===== src/rtl/simple_uart_tx_pkg.sv =====
`default_nettype none
// ============================================================================
// Module      : simple_uart_tx_pkg
// Description : Shared types and constants for the 8N1 UART transmitter.
// Revision    : 1.0 - initial release
// ============================================================================
package simple_uart_tx_pkg;

    typedef enum logic [1:0] {
        IDLE  = 2'd0,
        START = 2'd1,
        DATA  = 2'd2,
        STOP  = 2'd3
    } state_t;

    localparam int FRAME_BITS = 10;

    // Baud divider rounded to the nearest whole clock count.
    function automatic int calc_div(input longint clk_hz, input longint baud);
        return int'((clk_hz + baud / 2) / baud);
    endfunction

endpackage
`default_nettype wire


===== src/rtl/tick_divider.sv =====
`default_nettype none
// ============================================================================
// Module      : tick_divider
// Description : Free-running modulo-DIV counter emitting a one-cycle tick at
//               count DIV-1. clr holds the count at zero.
// Revision    : 1.0 - initial release
// ============================================================================
module tick_divider #(
    parameter int DIV = 2
) (
    input  logic clk,
    input  logic rst_n,
    input  logic en,
    input  logic clr,
    output logic tick
);

    localparam int             c_W    = $clog2(DIV);
    localparam logic [c_W-1:0] c_LAST = c_W'(DIV - 1);

    logic [c_W-1:0] r_count;

    always_ff @(posedge clk or negedge rst_n) begin
        if (!rst_n) begin
            r_count <= '0;
        end else if (clr) begin
            r_count <= '0;
        end else if (en) begin
            r_count <= (r_count == c_LAST) ? '0 : r_count + 1'b1;
        end
    end

    assign tick = en && (r_count == c_LAST);

endmodule
`default_nettype wire


===== src/rtl/simple_uart_tx.sv =====
`default_nettype none
// ============================================================================
// Module      : simple_uart_tx
// Description : Transmit-only 8N1 UART with internal baud divider. Define
//               SIMPLE_UART_TX_TIMER_EN to add the periodic timer_tick output.
// Revision    : 1.0 - initial release
// ============================================================================
module simple_uart_tx
    import simple_uart_tx_pkg::*;
#(
    parameter int CLK_HZ    = 24_000_000,
    parameter int BAUD      = 115_200,
    parameter int TIMER_DIV = 2_400_000
) (
    input  logic       clk,
    input  logic       rst_n,
    input  logic [7:0] data,
    input  logic       start,
    output logic       busy,
    output logic       line
`ifdef SIMPLE_UART_TX_TIMER_EN
    ,
    output logic       timer_tick
`endif
);

    localparam int         c_DIV      = calc_div(CLK_HZ, BAUD);
    localparam logic [2:0] c_LAST_BIT = 3'(FRAME_BITS - 3);

    if (c_DIV < 2) begin : g_div_check
        $error("simple_uart_tx: CLK_HZ/BAUD must round to at least 2");
    end

    state_t     r_state,   w_state_nxt;
    logic [7:0] r_shift,   w_shift_nxt;
    logic [2:0] r_bit_idx, w_bit_idx_nxt;
    logic       w_baud_tick;

    // Counter held at zero while idle, so bit timing starts fresh on acceptance.
    tick_divider #(
        .DIV (c_DIV)
    ) u_baud (
        .clk   (clk),
        .rst_n (rst_n),
        .en    (r_state != IDLE),
        .clr   (r_state == IDLE),
        .tick  (w_baud_tick)
    );

    always_ff @(posedge clk or negedge rst_n) begin
        if (!rst_n) begin
            r_state   <= IDLE;
            r_shift   <= '0;
            r_bit_idx <= '0;
        end else begin
            r_state   <= w_state_nxt;
            r_shift   <= w_shift_nxt;
            r_bit_idx <= w_bit_idx_nxt;
        end
    end

    always_comb begin
        w_state_nxt   = r_state;
        w_shift_nxt   = r_shift;
        w_bit_idx_nxt = r_bit_idx;
        case (r_state)
            IDLE: begin
                if (start) begin
                    w_shift_nxt = data;
                    w_state_nxt = START;
                end
            end
            START: begin
                if (w_baud_tick) begin
                    w_bit_idx_nxt = '0;
                    w_state_nxt   = DATA;
                end
            end
            DATA: begin
                if (w_baud_tick) begin
                    w_shift_nxt   = {1'b0, r_shift[7:1]};
                    w_bit_idx_nxt = r_bit_idx + 3'd1;
                    if (r_bit_idx == c_LAST_BIT) begin
                        w_state_nxt = STOP;
                    end
                end
            end
            STOP: begin
                if (w_baud_tick) begin
                    w_state_nxt = IDLE;
                end
            end
            default: w_state_nxt = IDLE;
        endcase
    end

    assign busy = (r_state != IDLE);
    assign line = (r_state == START) ? 1'b0 :
                  (r_state == DATA)  ? r_shift[0] : 1'b1;

`ifdef SIMPLE_UART_TX_TIMER_EN
    if (TIMER_DIV < 2) begin : g_timer_div_check
        $error("simple_uart_tx: TIMER_DIV must be at least 2");
    end

    tick_divider #(
        .DIV (TIMER_DIV)
    ) u_timer (
        .clk   (clk),
        .rst_n (rst_n),
        .en    (1'b1),
        .clr   (1'b0),
        .tick  (timer_tick)
    );
`else
    // Keeps the timer period referenced when the timer is compiled out.
    localparam int c_unused_timer_div = TIMER_DIV;
`endif

endmodule
`default_nettype wire


===== config.mk =====
export PLATFORM = sky130hd
export DESIGN_NAME = simple_uart_tx
export DESIGN_NICKNAME = d
export VERILOG_FILES = /design/src/rtl/simple_uart_tx_pkg.sv /design/src/rtl/tick_divider.sv /design/src/rtl/simple_uart_tx.sv
export SDC_FILE = /design/constraint.sdc
export NUM_CORES = 1
export LEC_CHECK = 0
export ABC_CLOCK_PERIOD_IN_PS = 6400
export CAP_MARGIN = 25
export CORE_MARGIN = 2
export CORE_UTILIZATION = 25
export DETAILED_ROUTE_END_ITERATION = 8
export GPL_TIMING_DRIVEN = 0
export SLEW_MARGIN = 15
export SYNTH_ARGS = -nofsm -noshare
export SYNTH_HDL_FRONTEND = slang
export SYNTH_HIERARCHICAL = 1
export SYNTH_SLANG_ARGS = --single-unit

===== constraint.sdc =====
create_clock -name clk -period 6.4 [get_ports clk]
set_input_delay 1.28 -clock clk [delete_from_list [all_inputs] [get_ports clk]]
set_output_delay 1.28 -clock clk [all_outputs]
set_load 0.02 [all_outputs]

==> results of run 1 <==
==> metal layers <==
layer	part of all wire, %	GRT usage, %	vias to the layer above
li1	-	-	410
met1	44	11.2	409
met2	51	17.0	13
met3	2.7	1.66	3
met4	1.7	4.32	0
met5	0	0	-
==> where the power goes <==
group	internal (mW)	leakage, nW	total [mW]	switching, mW
combinational	0.00896	0.330	0.0136	0.00464
clock	0.0445	0.0228	0.0891	0.0447
sequential	0.135	0.257	0.136	0.00100
==> Yosys cell counts <==
library cell	count
dfrtp_1	21
a41oi_4	1
inv_1	7
mux2i_1	3
and3_1	1
o21bai_1	1
o21ai_1	2
a21oi_1	5
buf_4	1
o221ai_1	1
a32oi_1	1
a21boi_4	1
a32o_1	3
nor2b_1	1
ha_1	7
and4_1	2
mux2_2	14
buf_6	1
nand4_1	3
nor2_1	6
a21o_1	1
nor3_1	2
nand2b_1	3
and2_1	1
and4bb_4	1
a22o_1	1
o21ai_0	4
or3_1	2
nand2_1	5
xor2_1	1
==> logic make-up (layout without fill, tap and decap cells) <==
family          after synthesis  in the layout  synth area share (%)
xor+xnor                      1              1                 0.742
buf+inv                       9             26                  3.81
mux                          17             17                  15.9
compound gates               21             21                  14.6
simple gates                 27             27                  13.0
fa+ha+maj                     7              7                  7.41
flops                        21             21                  44.5
==> flip-flops by register name (all words and copies together) (netlist names) <==
signal	count
r_shift	8
u_baud/r_count	8
r_bit_idx	3
r_state	2
==> layout make-up <==
type | count | area, um2 | share of cell area, %
buffer | 2 | 18.8 | 1.32
multi-input combinational | 73 | 611 | 42.8
inverter | 7 | 26.3 | 1.84
tap | 54 | 67.6 | 4.74
clock buffer | 4 | 45.0 | 3.16
sequential | 21 | 526 | 36.9
timing repair buffer | 13 | 131 | 9.22
==> worst reg2reg max path: cells and delay by family (launching register included) <==
| kind | cells | cell delay [ns] |
|---|---|---|
| adder cells (fa/ha/maj) | 1 | 0.36 |
| flip-flops | 1 | 0.38 |
| multiplexers | 1 | 0.38 |
| AO/OA/AOI/OAI | 1 | 0.30 |
| AND/OR/NAND/NOR | 2 | 0.38 |
| buffers and inverters | 3 | 0.41 |
==> path summary, 6_finish.rpt <==
kind | to | cells past startpoint
setup reg to reg | r_shift[5]$_DFFE_PN0P_ | 8
setup / recovery | line | 5
min in group asynchronous | r_state[1]$_DFFE_PN0P_ | 1
hold reg to reg | r_bit_idx[0]$_DFFE_PN0P_ | 1
hold / removal | r_bit_idx[0]$_DFFE_PN0P_ | 1
max in group asynchronous | u_baud/r_count[4]$_DFFE_PN0P_ | 2
==> cell usage in the layout (no fill, tap or decap) <==
| cell type | instances |
|---|---|
| o21ai_1 | 2 |
| inv_1 | 7 |
| clkdlybuf4s50_1 | 12 |
| nand2b_1 | 3 |
| and4bb_4 | 1 |
| clkbuf_8 | 3 |
| dfrtp_1 | 21 |
| o221ai_1 | 1 |
| nor2_1 | 6 |
| a21o_1 | 1 |
| a32o_1 | 3 |
| o21ai_0 | 4 |
| a41oi_4 | 1 |
| ha_1 | 7 |
| and4_1 | 2 |
| or3_1 | 2 |
| nor3_1 | 2 |
| buf_6 | 2 |
| and2_1 | 1 |
| xor2_1 | 1 |
| mux2_2 | 14 |
| a22o_1 | 1 |
| a21oi_1 | 5 |
| and3_1 | 1 |
| nand4_1 | 3 |
| nor2b_1 | 1 |
| o21bai_1 | 1 |
| a21boi_4 | 1 |
| nand2_1 | 5 |
| buf_4 | 1 |
| mux2i_1 | 3 |
| a32oi_1 | 1 |
| clkbuf_1 | 1 |
==> through the flow <==
stage | hold slack (ns) | area, um2
5_1_grt | 0.535 | 1430
3_3_place_gp | 0.480 | 1370
4_1_cts | 0.508 | 1410
2_1_floorplan | 0.465 | 1180
6_report | 0.508 | 1430
3_5_place_dp | 0.496 | 1370
==> summary by stage, run 1 <==
Timing
The worst path meets setup with 3.16 ns of slack. Dividing the final minimum period by the clock period gives 50.6%. The hold violation total from the final report is 0. Measured against its own limit, the worst slew margin works out to between 70 and 80%. Summed over all failing endpoints, the final setup total negative slack is 0 ns. The post-route minimum period is approximately 3.2 ns. The worst clock skew on the final layout is between 0.007 and 0.008 ns. The highest clock rate is a little over 300 MHz.

Setup repair after global routing left no endpoint under its margin. The number of pins with negative max-slew slack in the final report is 0. For the pin with the worst max-slew slack, the measured transition is 0.429 ns.

The number of endpoints failing setup at the final stage is 0.

Critical path
Along the worst path, the maximum fanout reaches 10. The critical path starts at r_state[0]$_DFFE_PN0P_. The startpoint type of the worst setup path is a register. For this run, the slowest stage of the critical path takes approximately 0.62 ns. Grouping stages by cell kind, the critical path spends the most delay in buffers and inverters. For the worst setup path, the data required time is between 5 and 6 ns.

The worst register-to-register path has a setup slack of between 4 and 5 ns. The endpoint class of the critical path is a primary output. The type of the setup path with the least slack is reg -> out. The worst register-to-register path begins at r_state[0]$_DFFE_PN0P_. The signal on the critical path passes through inv_1 > ha_1 > buf_4 > a21oi_1 > clkdlybuf4s50_1. The critical path contains buffers and inverters numbering 3 combined.

The critical path's slowest cell is clkdlybuf4s50_1. The worst endpoint data arrival time is about 2.0 ns.

Floorplanning
The total die area is about 5300 um2. The total I/O pin count is 13. The floorplan step set the die height to about 73 um. The initialized floorplan defines 25 standard-cell rows. Measured along the x axis, the die boundary spans ~73 um. The effective utilization at floorplan is roughly 26%.

The total area inside the core boundary comes to around 4600 um2.

Clock network
The clock net sink count is 21. The TritonCTS clock tree is built. Buffers inserted to repair hold after CTS numbered 0. The maximum buffer depth of the clock tree is 2. The clock tree root driver cell is clkbuf_8. The clock reaches the later pin of the worst-skew pair after 0.27 ns.

The number of clock buffers inserted by TritonCTS is 3. The register clock-pin slew on the reported worst setup and hold paths is 0.08 ns. In this run the number of H-tree levels came out at 1. The quantity of gates resized following cts is 0. The number of post-CTS setup repair buffers is 0.

Route
The number of antenna-violating nets in the routed design is 0. The routed wire length per instance is between 10 and 15 um. The number of design rule violations left after detail routing is 0. The detailed router finished its first iteration with 25 violations. The number of optimization iterations in the first detailed-route pass is 4.

Across all layers, the routed design uses between 800 and 900 vias. After detailed routing, the number of vias per cell comes to 4.80. Summed over all layers, the routed wires come to 2200 um.

Place
The number of placed instances, taps included is between 150 and 200. The number of port buffers is 12. The placed wire-length estimate is ~1700 um.

The placement-stage worst setup slack is approximately 3.4 ns. At the end of routability-driven placement, the weighted congestion stood at 0.795.

Finish
Compared with the post-synthesis result, the final layout area differs by 20.7%. In the final design database the tool counted 139 nets. In the final layout, the share of cells above drive strength 1 is 19.2%. The final antenna diode count is 0. For this run, the share of the core covered by cells in the final layout is 30.8%. The layout has 489 filler cells. The number of standard cells in the layout, taps in and fillers out is about 170.

Worst hold path
The source of the worst hold timing path is r_bit_idx[0]$_DFFE_PN0P_. The worst hold path belongs to the class reg -> reg.

Global route
Entering global routing, the biggest net connects 22 pins. The via count of the first global-routing pass was ~890. The total congestion overflow is 0. The total track usage is around a tenth. The number of antenna violations at the first check in global routing is 0. The global-route wire length before repair is 3940 um.

Logic synthesis
By area the synthesized netlist is led by dfrtp_1 44%, mux2_2 13%, ha_1 7.4%. The net count of the mapped netlist is 121. For this run, the number of Yosys warnings is 6.

The count of unique library cells instantiated by Yosys is 30. The top cell type by area accounts for between 40 and 50% of the synthesized area. The synthesized design contains 21 register bits. After synthesis the cells add up to 1180 um2. For this run, the register share of the synthesized area comes to ~44%. The mean instance size in the synthesized netlist is 11.5 um2. The biggest area contributor in the post-synthesis netlist is dfrtp_1. The post-synthesis instance total is a little over 100.

Power and ir drop
The leakage power is around 0.61 nW. The maximum vdd drop is about 67 uV. The power per unit of standard cell area is around 170 nW/um2.

Summing internal, switching and leakage power gives 0.239 mW.

Run
Max-cap violations in this run came to 0.

Status
The flow ran to the end, and the final reports show no timing, DRC or antenna violations.
(Power assumes the default switching activity.)
==> run 2, diff against run 1 <==
ABC_CLOCK_PERIOD_IN_PS = 2900   (was 6400)
clock period = 2.9 ns   (was 6.4 ns; I/O delays follow)
==> results of run 2 <==
Same layout as run 1 (identical final DEF). Status: completed.
Main changes from that run: setup slack after placement 3.42 ns -> 0.566 ns; setup slack after layout 3.16 ns -> 0.363 ns; register-to-register setup slack 4.09 ns -> 0.59 ns; total power 0.239 mW -> 0.526 mW; worst IR drop on VDD 67.5 uV -> 149 uV
==> edit 1: new RTL, config.mk and constraints of run 2 <==
Register the inputs `data` and `start` before use, cleared by the reset. The logic sees them one clock later.
--- a/src/rtl/simple_uart_tx.sv
+++ b/src/rtl/simple_uart_tx.sv
@@ -28,2 +28,15 @@
     localparam logic [2:0] c_LAST_BIT = 3'(FRAME_BITS - 3);
+
+    logic [7:0] data_q;
+    logic start_q;
+
+    always_ff @(posedge clk or negedge rst_n) begin
+        if (!rst_n) begin
+            data_q  <= '0;
+            start_q <= '0;
+        end else begin
+            data_q  <= data;
+            start_q <= start;
+        end
+    end
 
@@ -67,4 +80,4 @@
             IDLE: begin
-                if (start) begin
-                    w_shift_nxt = data;
+                if (start_q) begin
+                    w_shift_nxt = data_q;
                     w_state_nxt = START;
Function: changed (Yosys sat finds a counterexample within 4 cycles, from zero or initial values and one cycle with rst_n low).
==> edit 1 against run 2 <==
Core utilization rose by 0.64 points; design area up 21%; worst hold slack lost 0.18 ns; sequential cell count rose by 9; routed wire length grew 15%; setup slack worse by 0.042 ns; fmax is 1.6% lower; synthesized area is 21% higher; final cell count up 19%; clock skew hardly changed.
Power is not compared: it rests on default switching activity, and its combinational part moved more than twofold at a synthesized area within 25%.
==> edit 1: results (changes against run 2) <==
| Metric | Value |
|---|---|
| Post-CTS Setup Repair Bufs | `0 (unchanged)` |
| # nets final | `152 (was 139)` |
| Clock skew | `0.00794 ns (was 0.00787 ns)` |
| Clk slew on worst S/H paths | `0.06 ns (was 0.08 ns)` |
| Status | `complete, no violations (unchanged)` |
| DP HPWL | `1.86 mm (was 1.67 mm)` |
| Critical-path maximum fanout | `10 (unchanged)` |
| CTS resizes | `0 (unchanged)` |
| Hold slack | `0.325 ns (was 0.508 ns)` |
| Path depth of the worst reg2reg path | `8 (unchanged)` |
| Share of cells above drive strength 1 | `21.5% (was 19.2%)` |
| Largest net degree at the start of global routing | `31 (was 22)` |
| Relative slew slack | `56.0% (was 71.4%)` |
| Worst setup path start | `r_state[0] (unchanged)` |
| Ys Warns | `6 (unchanged)` |
| Port bufs | `12 (unchanged)` |
| Antenna violations before repair | `0 (unchanged)` |
| Crit-path slowest cell | `clkdlybuf4s50_1 (unchanged)` |
| Clock Root Buffer | `clkbuf_8 (unchanged)` |
| Placed inst area | `1640 sq um (was 1370 sq um)` |
| CTS Buf Count | `5 (was 3)` |
| H-tree depth | `2 (was 1)` |
| Total GRT Usage | `9.32% (was 9.56%)` |
| WP data arrival | `2.00 ns (was 1.96 ns)` |
| Synthesized Nets | `133 (was 121)` |
| GPL Wtd Cong | `0.754 (was 0.795)` |
| Synth unique cells | `30 (unchanged)` |
| Vias in the first global route | `1,000 (was 889)` |
| Initial DRC Count | `64 (was 25)` |
| Hold Path Class | `in2async (was reg2reg)` |
| Registers with the most flip-flops | `data_q: 8 flops, r_shift: 8 flops, u_baud/r_count: 8 flops (was r_shift: 8 flops, u_baud/r_count: 8 flops, r_bit_idx: 3 flops)` |
| Met1 usage | `10.3% (was 11.2%)` |
| Synth top area cells | `dfrtp_1, mux2_2, ha_1 (unchanged)` |
| Worst-Skew Late Latency | `0.28 ns` |
| Commonest cells post-synth | `dfrtp_1, mux2_2, a21oi_1, ha_1, nor2_1 (was dfrtp_1, mux2_2, ha_1, inv_1, nor2_1)` |
| Ant. Diodes | `0 (unchanged)` |
| Worst reg2reg path endpoint | `r_shift[3] (was r_shift[5])` |
| Leakage power | `0.754 nW` |
| Wire per inst | `12.1 um (was 12.6 um)` |
| Pre-antenna DRT Iters | `4 (unchanged)` |
| Clk buf depth | `2 (unchanged)` |
| CP peak stage delay | `0.63 ns` |
| First-pass GRT wire length | `4.55 mm (was 3.94 mm)` |
| Global Route met2 Usage | `16.1% (was 17.0%)` |
| Top FF cell, synth | `dfrtp_1 (unchanged)` |
| Max VDD drop | `0.000423 V` |
| CP delay by family, top | `buffers and inverters (unchanged)` |
| Drt via density | `4.53 (was 4.80)` |
| Ys async rst share | `100% (unchanged)` |
| Sequential cell area fraction in the yosys report | `52.4% (was 44.5%)` |
| GR Util met3 | `3.17% (was 1.66%)` |
| Reg2reg setup slack | `0.51 ns (was 0.59 ns)` |
| Critical path capture point | `line (unchanged)` |
[edit 1: changes by cell type in the layout (fill, tap and decap cells not counted), moves of 2 or more]
cell,delta
a21oi_1,+2
clkbuf_8,+3
dfrtp_1,+9
inv_1,-2
[edit 1: logic make-up after synthesis]
| group | Yosys count | share of synthesized area (%) |
|---|---|---|
| XOR/XNOR | 1 | 0.611 |
| multiplexers | 17 | 13.1 |
| flip-flops | 30 | 52.4 |
| adder cells (fa/ha/maj) | 7 | 6.11 |
| buffers and inverters | 8 | 3.66 |
| AND/OR/NAND/NOR | 30 | 13.0 |
| AO/OA/AOI/OAI | 22 | 11.2 |
[edit 1: final cells by class]
| type | instances | area [sq um] |
|---|---|---|
| fillers | 550 | 3780 |
| clock buffers | 7 | 86.3 |
| repair buffers | 12 | 115 |
| plain buffers | 3 | 33.8 |
| flip-flops and latches | 30 | 751 |
| multi-input cells | 77 | 631 |
| well taps | 72 | 90.1 |
| clock inverters | 1 | 5.00 |
| inverters | 5 | 18.8 |
[edit 1: where the power goes]
part / total [mW] / leakage (nW) / switching, mW / internal (mW)
clock: 0.339 / 0.0482 / 0.148 / 0.191
sequential: 0.594 / 0.374 / 0.0699 / 0.524
combinational: 0.716 / 0.332 / 0.345 / 0.371
total: 1.65 / 0.754 / 0.564 / 1.09
[edit 1: through the flow]
stage                     util [%]  worst slack [ns]  instances
after floorplan                  -             0.747        115
after global placement        29.9             0.576        199
after detailed placement      29.8             0.492        199
after CTS                     31.4             0.287        207
after global routing          31.4             0.184        207
final                         31.4             0.321        207
[edit 1: how the worst min path moves through the flow]
stage	to	cells past startpoint
floorplan	data_q[0]	0
global placement	r_bit_idx[1]	1
detailed placement	r_shift[6]	1
CTS	u_baud/r_count[6]	1
global route	u_baud/r_count[4]	1
finish	u_baud/r_count[2]	1
[edit 1: layer usage]
metal	up-vias	wire length (um)
met5	-	0
met4	0	47
met3	5	104
met2	21	1270
met1	460	1090
li1	452	-
==> edit 2: new RTL, settings of run 2 <==
Without the edit above. The parameter `CLK_HZ` goes from 24_000_000 to 48_000_000.
--- a/src/rtl/simple_uart_tx.sv
+++ b/src/rtl/simple_uart_tx.sv
@@ -10,3 +10,3 @@
 #(
-    parameter int CLK_HZ    = 24_000_000,
+    parameter int CLK_HZ    = 48_000_000,
     parameter int BAUD      = 115_200,
Behaviour: no difference found for any inputs over 10 cycles, from zero or initial values and one cycle with rst_n low; that may be too few to reach the edited logic, so the function may still have changed.
==> edit 2 against run 2 <==
Synthesized area rose by 4.1%; worst hold slack worse by 0.0057 ns; non-clock buffer count decreased by 1; setup slack lost 0.041 ns; fmax is 1.6% lower; count of clock-buffer cells in the layout fell by 1; routed wire length grew 7.0%; core utilization is 1.4 points higher; total power is 20% higher; clock skew fell by 0.0021 ns; sequential cell count increased by 1; design area rose by 6.7%; first-iteration DRC count rose by 52%; critical path type unchanged; largest cell class unchanged.
==> edit 2: results (changes against run 2) <==
| Metric | Value |
|---|---|
| Status | `complete, no violations (unchanged)` |
| # nets final | `148 (was 139)` |
| Registers with the most flip-flops | `u_baud/r_count: 9 flops, r_shift: 8 flops, r_bit_idx: 3 flops (was r_shift: 8 flops, u_baud/r_count: 8 flops, r_bit_idx: 3 flops)` |
| Synth unique cells | `37 (was 30)` |
| Synthesized Nets | `130 (was 121)` |
| Worst-Skew Late Latency | `0.27 ns (about the same)` |
| First-pass GRT wire length | `3.91 mm (was 3.94 mm)` |
| Placed inst area | `1430 sq um (was 1370 sq um)` |
| Commonest cells post-synth | `dfrtp_1, mux2_2, inv_1 (was dfrtp_1, mux2_2, ha_1, inv_1, nor2_1)` |
| WP data arrival | `2.00 ns (was 1.96 ns)` |
| Total GRT Usage | `9.26% (was 9.56%)` |
| Crit-path slowest cell | `clkdlybuf4s50_1 (unchanged)` |
| FILL cells | `487 (was 489)` |
| Adder-cell share of the synthesized area | `8.14% (was 7.42%)` |
| Synth Area in Compound Gates | `16.0% (was 14.6%)` |
| XOR/XNOR Fraction of Synth Area | `1.42% (was 0.742%)` |
| Sequential cell area fraction in the yosys report | `44.8% (was 44.5%)` |
| Share of cells above drive strength 1 | `19.5% (was 19.2%)` |
| DP HPWL | `1.73 mm (was 1.67 mm)` |
| Leakage power | `0.643 nW (was 0.610 nW)` |
| Largest net degree at the start of global routing | `23 (was 22)` |
| TNS Setup | `0 ns (unchanged)` |
| Slew @ Worst Pin | `0.518 ns (was 0.429 ns)` |
| Synth top area cells | `dfrtp_1, mux2_2, ha_1 (unchanged)` |
| Via Count | `882 (was 835)` |
| Clock skew | `0.00582 ns (was 0.00787 ns)` |
| Ys Warns | `6 (unchanged)` |
| Vias in the first global route | `858 (was 889)` |
| GPL Wtd Cong | `0.736 (was 0.795)` |
| Mux contribution to synthesized area | `13.5% (was 15.9%)` |
| Max VDD drop | `0.000249 V (was 0.000149 V)` |
| Initial DRC Count | `38 (was 25)` |
| CTS resizes | `0 (unchanged)` |
| Pre-CTS setup slack | `0.628 ns (was 0.566 ns)` |
| DRT Wirelength | `2.35 mm (was 2.20 mm)` |
-- edit 2: path summary, 6_finish.rpt --
path	endpoint	from	slack (ns)	depth (start not counted)
setup / recovery	line	r_state[0]	0.32	5
hold / removal	r_bit_idx[1]	r_bit_idx[1]	0.50	1
setup reg to reg	r_shift[4]	r_state[0]	0.60	7
hold reg to reg	r_bit_idx[1]	r_bit_idx[1]	0.50	1
max in group asynchronous	u_baud/r_count[8]	rst_n	1.90	2
min in group asynchronous	r_shift[7]	rst_n	0.58	1
-- edit 2: where the power goes --
group | switching, mW | internal [mW] | leakage [nW]
combinational | 0.0110 | 0.0204 | 0.336
sequential | 0.00203 | 0.311 | 0.271
clock | 0.104 | 0.184 | 0.0357
-- edit 2: logic make-up (layout without fill, tap and decap cells) --
kind of cell | after synthesis | in the layout
fa+ha+maj | 8 | 8
compound gates | 27 | 27
buf+inv | 11 | 28
mux | 15 | 15
flops | 22 | 22
xor+xnor | 2 | 2
simple gates | 26 | 26
-- edit 2: per-stage QoR --
step | util, % | std cells
CTS | 31.9 | 194
global placement | 30.4 | 190
floorplan | - | 111
finish | 32.2 | 195
detailed placement | 30.4 | 190
global route | 32.2 | 195
-- edit 2: routing by layer --
metal | vias up | part of all wire [%] | track usage (%)
met3 | 0 | 5.4 | 3.25
met1 | 421 | 50 | 11.7
li1 | 443 | - | -
met2 | 18 | 44 | 15.4
met5 | - | 0 | 0
met4 | 0 | 0 | 1.82
-- edit 2: layout make-up --
class	instances	area (sq um)	area share (%)
clock inverters	1	30.0	1.98
well taps	67	83.8	5.51
plain buffers	1	7.51	0.494
repair buffers	13	135	8.89
inverters	10	37.5	2.47
multi-input cells	78	634	41.7
flip-flops and latches	22	551	36.2
clock buffers	3	41.3	2.72
